`config.mk`:
```
export PLATFORM = sky130hd
export DESIGN_NAME = audio_i2s_tx
export DESIGN_NICKNAME = d
export VERILOG_FILES = /design/src/rtl/audio_i2s_tx.sv
export SDC_FILE = /design/constraint.sdc
export NUM_CORES = 1
export LEC_CHECK = 0
export CORE_ASPECT_RATIO = 0.75
export CORE_MARGIN = 1
export CORE_UTILIZATION = 35
export DETAILED_ROUTE_END_ITERATION = 10
export GPL_TIMING_DRIVEN = 1
export SYNTH_ARGS = -nofsm -noshare
export SYNTH_HDL_FRONTEND = slang
export SYNTH_SLANG_ARGS = --single-unit
```
`constraint.sdc`:
```
create_clock -name clk -period 2.55 [get_ports clk]
set_input_delay 0.51 -clock clk [delete_from_list [all_inputs] [get_ports clk]]
set_output_delay 0.51 -clock clk [all_outputs]
set_load 0.02 [all_outputs]
```
`src/rtl/audio_i2s_tx.sv`:
```
// audio_i2s_tx: quantises 32-bit filter samples to 16 bits and streams them as mono left-justified serial audio.
// Ports: clk system clock; rst async active-low reset; y_in/y_valid/y_ready sample handshake;
//        bclk/lrclk/sdata serial audio (32 bclk per frame, MSB first);
//        underrun pulses when a frame starts with an empty FIFO; sat_flag pulses when an accepted sample clipped.
// Build option: define I2S_TX_SAT_EN to clamp out-of-range samples instead of wrapping them.
module audio_i2s_tx #(
    parameter int SHIFT    = 15,
    parameter int BCLK_DIV = 4
) (
    input  logic        clk,
    input  logic        rst,
    input  logic [31:0] y_in,
    input  logic        y_valid,
    output logic        y_ready,
    output logic        bclk,
    output logic        lrclk,
    output logic        sdata,
    output logic        underrun,
    output logic        sat_flag
);
    localparam int CW = BCLK_DIV > 1 ? $clog2(BCLK_DIV) : 1;
    localparam logic [CW-1:0] DMAX = CW'(BCLK_DIV - 1);
    localparam logic [32:0] RND = 33'd1 << (SHIFT - 1);
    logic [CW-1:0] cnt, cnt_nx;
    logic [4:0] bitc, bit_nx;
    logic [1:0] occ, occ_nx, wp;
    logic [15:0] f0, f1, hold, word, q;
    logic signed [32:0] sum, q33;
    logic first, tick, fall, fs, push, pop, clip, unused_ok;
    // 33-bit add keeps the rounding carry of full-scale inputs
    assign sum = $signed({y_in[31], y_in}) + $signed(RND);
    assign q33 = sum >>> SHIFT;
    assign unused_ok = ^{sum, q33};
`ifdef I2S_TX_SAT_EN
    logic hi, lo;
    assign hi = !q33[32] && (|q33[31:15]);
    assign lo = q33[32] && !(&q33[31:15]);
    assign clip = hi || lo;
    assign q = hi ? 16'h7fff : lo ? 16'h8000 : q33[15:0];
`else
    assign clip = 1'b0;
    assign q = q33[15:0];
`endif
    always_comb begin
        cnt_nx = (cnt == DMAX) ? '0 : cnt + 1'b1;
        tick = cnt_nx == DMAX;
        fall = tick && bclk;
        // first falling edge after reset opens a frame even though bitc is 0
        fs = fall && (first || bitc == 5'd31);
        pop = fs && occ != 2'd0;
        push = y_valid && y_ready;
        wp = occ - {1'b0, pop};
        occ_nx = occ + {1'b0, push} - {1'b0, pop};
        word = pop ? f0 : hold;
        bit_nx = fs ? 5'd0 : bitc + 5'd1;
    end
    always_ff @(posedge clk or negedge rst) begin
        if (!rst) begin
            cnt <= '0;
            bclk <= 1'b0;
            first <= 1'b1;
            bitc <= 5'd0;
            lrclk <= 1'b0;
            sdata <= 1'b0;
            hold <= 16'h0;
            f0 <= 16'h0;
            f1 <= 16'h0;
            occ <= 2'd0;
            y_ready <= 1'b1;
            underrun <= 1'b0;
            sat_flag <= 1'b0;
        end else begin
            cnt <= cnt_nx;
            if (tick) bclk <= ~bclk;
            if (fall) begin
                first <= 1'b0;
                bitc <= bit_nx;
                lrclk <= bit_nx[4];
                sdata <= word[~bit_nx[3:0]];
            end
            if (pop) hold <= f0;
            f0 <= (push && wp == 2'd0) ? q : pop ? f1 : f0;
            f1 <= (push && wp == 2'd1) ? q : f1;
            occ <= occ_nx;
            y_ready <= occ_nx != 2'd2;
            underrun <= fs && occ == 2'd0;
            sat_flag <= push && clip;
        end
    end
endmodule

```
## Word level (Yosys, flattened, before mapping)

Cells that the tools add are included.

- Register bits: 63
- Input port bits: 35
- Output and inout bits: 6
- Logic and storage cells: 45

- $add $sub $neg: 6
- $lt $le $gt $ge: 1
- Eq/ne operators: 5
- Mux-type cells: 7
- Bitwise operators: 2
- Reductions and logical operators: 12

Operators with widths:

| kind | number |
|---|---|
| 2-to-1 mux 16 bit | 3 |
| adder 31 x 16 -> 31 bit, second input constant | 1 |
| logical AND 1 bit | 7 |
| adder 5 x 1 -> 5 bit, second input constant | 1 |
| == test 5 bit, second input constant | 1 |
| less-than comparator 4 x 5 -> 1 bit, second input constant | 1 |
| 2-to-1 mux 5 bit | 1 |
| binary-select mux 1 bit (select 4 bit) | 1 |
| == test 2 bit, second input constant | 2 |
| logical NOT 2 bit | 2 |
| NOT 4 bit | 1 |
| nonzero test 2 bit | 2 |
| subtractor 2 x 1 -> 2 bit | 2 |
| adder 2 x 1 -> 2 bit | 1 |
| adder 2 x 1 -> 2 bit, second input constant | 1 |
| == test 2 x 1 -> 1 bit, second input constant | 1 |
| 2-to-1 mux 2 bit | 1 |
| != test 2 bit, second input constant | 1 |
| logical OR 1 bit | 1 |
| 2-to-1 mux 1 bit | 1 |
| NOT 1 bit | 1 |

## Logic depth before layout (Yosys ltp)

Gate-level depths: netlist of run 1.

- Depth in word-level cells: 10
- Depth in mapped cells: 12
- Gate-level depth less buffers: 10

## Least setup slack after synthesis of run 1

OpenSTA, ideal clock, no wires.

- Path type: reg-to-reg
- Start: reg bitc[1]
- End: reg y_ready
- Library setup time: 0.081 ns
- Data arrival time: 2.428 ns
- Data required time: 2.469 ns
- Slack: 0.041 ns
- Stages on the path, launching flop included: 13
- Path buffers: 2
- Clock period less this slack: 2.509 ns
- Path through: dfrtp_1 -> ha_1 -> and3_1 -> ha_1 -> o211ai_4 -> nor2_4 -> buf_2 -> buf_2 -> xnor2_1 -> ha_1 -> xor2_1 -> xnor2_1 -> nand2b_1

- Longest elaborated chain between the ends: 6

RTL lines:

| element | line | RTL |
|---|---|---|
| start, declared | 25 | `logic [4:0] bitc, bit_nx;` |
| start signal, assigned | 77 | `bitc <= bit_nx;` |
| == test 5 bit | 49 | `fs = fall && (first \|\| bitc == 5'd31);` |
| logical OR 1 bit | 49 |  |
| logical AND 1 bit | 49 |  |
| logical AND 1 bit | 50 | `pop = fs && occ != 2'd0;` |
| subtractor 2 x 1 -> 2 bit | 53 | `occ_nx = occ + {1'b0, push} - {1'b0, pop};` |
| net occ_nx[1] | 26 | `logic [1:0] occ, occ_nx, wp;` |
| != test 2 bit | 85 | `y_ready <= occ_nx != 2'd2;` |
| end signal, assigned | 69 | `y_ready <= 1'b1;` |
| end signal, assigned | 85 |  |
| end, declared | 14 | `output logic y_ready,` |

The timed path passes the listed nets, and every way through them passes these cells.
A chain may end at the register's enable or synchronous reset.

## Final worst setup path of run 1

- Start: reg bitc[0]
- End: reg sdata

- Longest elaborated chain between the ends: 7
- Elaborated cells between the ends (all ways): 10
- Classes of those cells: add/sub (1); eq/ne (1); mux (4); bitwise (1); reduce/logical (3)

RTL lines:

| element | line | RTL |
|---|---|---|
| == test 5 bit | 49 |  |
| logical OR 1 bit | 49 |  |
| logical AND 1 bit | 49 |  |
| logical AND 1 bit | 50 |  |
| 2-to-1 mux 16 bit | -- |  |
| net word[5] | 27 | `logic [15:0] f0, f1, hold, word, q;` |
| binary-select mux 1 bit (select 4 bit) | 79 | `sdata <= word[~bit_nx[3:0]];` |
| 2-to-1 mux 1 bit (implied by the code) | 79 |  |
| end signal, assigned | 79 |  |
| end, declared | 17 | `output logic sdata,` |

The timed path passes the listed nets, and every way through them passes these cells. The select of a mux whose other input is x is not followed.

==> results.md, run 1 <==
- Async set or reset register ratio after synthesis: 100%
- Synth area leaders: dfrtp_1 49%, mux2_2 6.6%, xor2_1 4.6%, a21oi_1 4.4%, a211oi_1 3.4%
- Outcome: finished, final reports clean
- Peak VDD IR: 0.000381 V
- Min-Delay Path Class: in2async
- Initial Util: 36.1%
- DR pass1 iterations: 4
- Yosys cell types: 41
- Clock latency on the worst-skew pair: between 0.3 and 0.4 ns
- Total grt overflow: 0
- Final setup fails: 0
- R2R setup slack: 0.17 ns
- Largest net degree at the start of global routing: 63
- Xor-xnor portion of the synthesized cell area: 6.32%
- Post-Synth Adder-Cell Area: 2.46%
- Crit path max-delay family: compound AO/OA/AOI/OAI gates
- Worst path max stage delay: 0.38 ns
- Switching share of power: between 20 and 30%
- LEAKAGE: roughly 0.0016 uW
- Wire per inst: 14.0 um
- Vias in the first global route: ~2100
- Synth Register Bits: 62
- Worst hold margin: ~0.18 ns
- Reg-to-reg critical path startpoint: bitc[0]
- GPL Wtd Cong: roughly 0.8
- Ys Warns: 0
- CP Launch Type: register
- Detailed-placement wirelength estimate: 4.19 mm
- Area growth, synth to finish: 25.2%
- Row cnt: 29
- Clock H-tree levels: 3
- Via density per instance: 4.94
- Diode count: 0
- DRT iter0 DRCs: 86
- Clock Power Share: between 30% and 40%
- Post-synth top cells: 60 x dfrtp_1, 27 x a21oi_1, 18 x mux2_2, 18 x nand2_1
- Arrival @ worst endpoint: 2.57 ns
- Ports: 41
- Setup TNS: 0 ns
- Crit path buffers/inverters: 0
- Die X: approximately 110 um
- Final Cycle Share: 93.2%
- CTS buffer count: 9
- Switching power: 928 uW
- Pre-CTS setup slack: 0.104 ns
- Cell Chain, Critical Path: ha_1, and3_1, ha_1, o211ai_4, nor2_4, mux2_4, a2111o_1, a211oi_2, a211oi_1
- Post-synth EDFFs: 0
- Power Internal: 2400 uW
- Clock transition at path regs: ~0.050 ns
- Grt peak-use layer: met1
- Total GRT Usage: 15.4%
- CORE AREA: 8450 sq um
- Req. time, crit path: 2.74 ns
- Grt met1 use: 23.2%
- Mapped Area: 3050 sq um
- Fillers: 798
- Hold_buf cts: 0
- Most instantiated library cell after synthesis: dfrtp_1
- Sequential share of power: 43.4%
- Met2 Usage GRT: 20.0%
- CP Class: reg2reg
- Slew headroom: 59.5%
- Mux contribution to synthesized area: about 8.8%
- First-pass GRT wire length: 10.5 mm
- Top cell type's share of synthesized area: about half
- Skew final: between 0.007 and 0.008 ns
- Worst-path fanout max: 6
- Syn Area/Cell: 10.8 sq um
- FF-to-FF End: sdata
- MaxCap Viol Count: 0
- Ratio of cells with drive above 1 in the final layout: 18.5%
- Post-synthesis compound-gate area fraction: 14.4%
- Vias: 2135
- Sequential-to-total area share from yosys stat: 51.0%
- DRC viols: 0
- R2R cell count: 9
- Initial antenna violation count: 0
- Combinational share of power: a little over a fifth
- Port bufs: 24
- DIE AREA: 9090 sq um
- CP max-delay cell: dfrtp_1
- Clk buf depth: 2
- Final Hold Vio Count: 0
- Met3 Usage GRT: 5.89%
- DIE HEIGHT: around 83 um
- Yosys top cell by area: dfrtp_1
- Clock Sink Count: 62
- NumNets Final: ~360
- Pwr per Cell Area: 871 nW/um^2
- Antenna Nets Post-Route: 0
- Fmax: 421 MHz
- CTS root buf: clkbuf_16
- Synth Flop Type: dfrtp_1
- Crit. End Element: register
- Largest family of logic cells by synthesized area: compound AO/OA/AOI/OAI gates
- Cell mode on critical path: ha_1
- WL final: approximately 6.0 mm
- Crit path time final: 2.38 ns
- Setup WS post-layout: 0.175 ns
- Post-Syn Nets: 324
- Least-Margin Pin Slew: 0.602 ns
- Slew Viols, Final: 0
- Synth Area in Simple Gates: 14.2%
- Cells after Synth: 283
- TritonCTS clock tree: done
-- placed cells by master, fill, tap and decap left out, types with 9 or more instances in the layout --
master           synthesis  layout
nand2_1                 18      18
buf_4                    2      11
a21oi_1                 27      27
nand3_1                 14      14
clkdlybuf4s50_1          0      23
a211oi_1                14      12
clkbuf_16                0       9
dfrtp_1                 60      60
xor2_1                  16      16
o21ai_0                 12      12
and3_1                   9       9
nor2b_1                 13      13
nor2_1                  16      16
mux2_2                  18      18
-- power groups by stage --
stage	sequential (uW)	combinational, uW	clock (uW)
after global routing	1480	817	1260
after CTS	1440	681	1210
after detailed placement	1460	675	0
after global placement	1450	655	0
after floorplan	1400	497	0
final	1440	703	1180
-- kinds of logic (layout without fill, tap and decap cells) --
group                      count (synthesis)  after routing
AOI/OAI and AO/OA                         66             66
and+or+nand+nor                           84             84
adders and majority gates                  6              6
xor gates and xnor gates                  22             22
buffers and inverters                     18             59
other                                      1              1
DFF                                       62             62
muxes                                     24             24
-- worst reg2reg max path: stages (launching register included) --
cell      delay [ns]
dfrtp_1         0.38
ha_1            0.21
and3_1          0.19
ha_1            0.22
o211ai_4        0.21
nor2_4          0.10
mux2_4          0.31
a2111o_1        0.38
a211oi_2        0.17
a211oi_1        0.07
-- repair_timing --
action / CTS / global route
hold endpoints to repair: 0 / 0
resized for setup: 0 / 4
buffers inserted: 0 / 2
endpoints found under the setup margin: 0 / 12
-- through the flow --
stage          area [sq um]  total power [uW]  std cells  util [%]
6_report               3820              3330        432      45.2
3_5_place_dp           3480              2130        415      41.1
5_1_grt                3820              3550        432      45.2
4_1_cts                3770              3330        430      44.6
2_1_floorplan          3050              1900        283         -
3_3_place_gp           3480              2110        415      41.1
-- registers in the layout (all words and copies together) (netlist names) --
signal / flops
hold: 16
cnt: 2
bclk: 1
f1: 16
sdata: 1
f0: 16
underrun: 1
y_ready: 1
occ: 2
first: 1
bitc: 4
lrclk: 1
-- cell type report --
type                            instances  area (sq um)  share of cell area, %
Clock buffer                           11           243                   6.36
Sequential cell                        62          1550                   40.7
Inverter                                5          18.8                  0.492
Multi-Input combinational cell        203          1430                   37.5
Clock inverter                          4          47.5                   1.25
Timing Repair Buffer                   39           389                   10.2
Tap cell                              108           135                   3.54
-- worst max path at each step --
stage / from / to / slack [ns] / cells after the start
2_1_floorplan: bitc[1] / y_ready / 0.04 / 12
3_3_place_gp: bitc[0] / sdata / 0.11 / 9
3_5_place_dp: bitc[0] / sdata / 0.10 / 9
4_1_cts: bitc[0] / sdata / 0.08 / 9
5_1_grt: bitc[1] / y_ready / -0.01 / 11
6_report: bitc[0] / sdata / 0.17 / 9
-- metal layers --
layer	share of wire [%]	routed length, um
met1	54	3240
met2	40	2430
met4	1.1	67
met5	0	0
met3	5.0	300
(Power assumes the default switching activity.)
==> run 2, diff against run 1 <==
--- a/config.mk
+++ b/config.mk
@@ -6,7 +6,6 @@
 export NUM_CORES = 1
 export LEC_CHECK = 0
 export CORE_ASPECT_RATIO = 0.75
-export CORE_MARGIN = 1
 export CORE_UTILIZATION = 35
 export DETAILED_ROUTE_END_ITERATION = 10
 export GPL_TIMING_DRIVEN = 1
==> results of run 2 <==
Same layout as run 1: the final DEF is identical, and so are final timing and power.
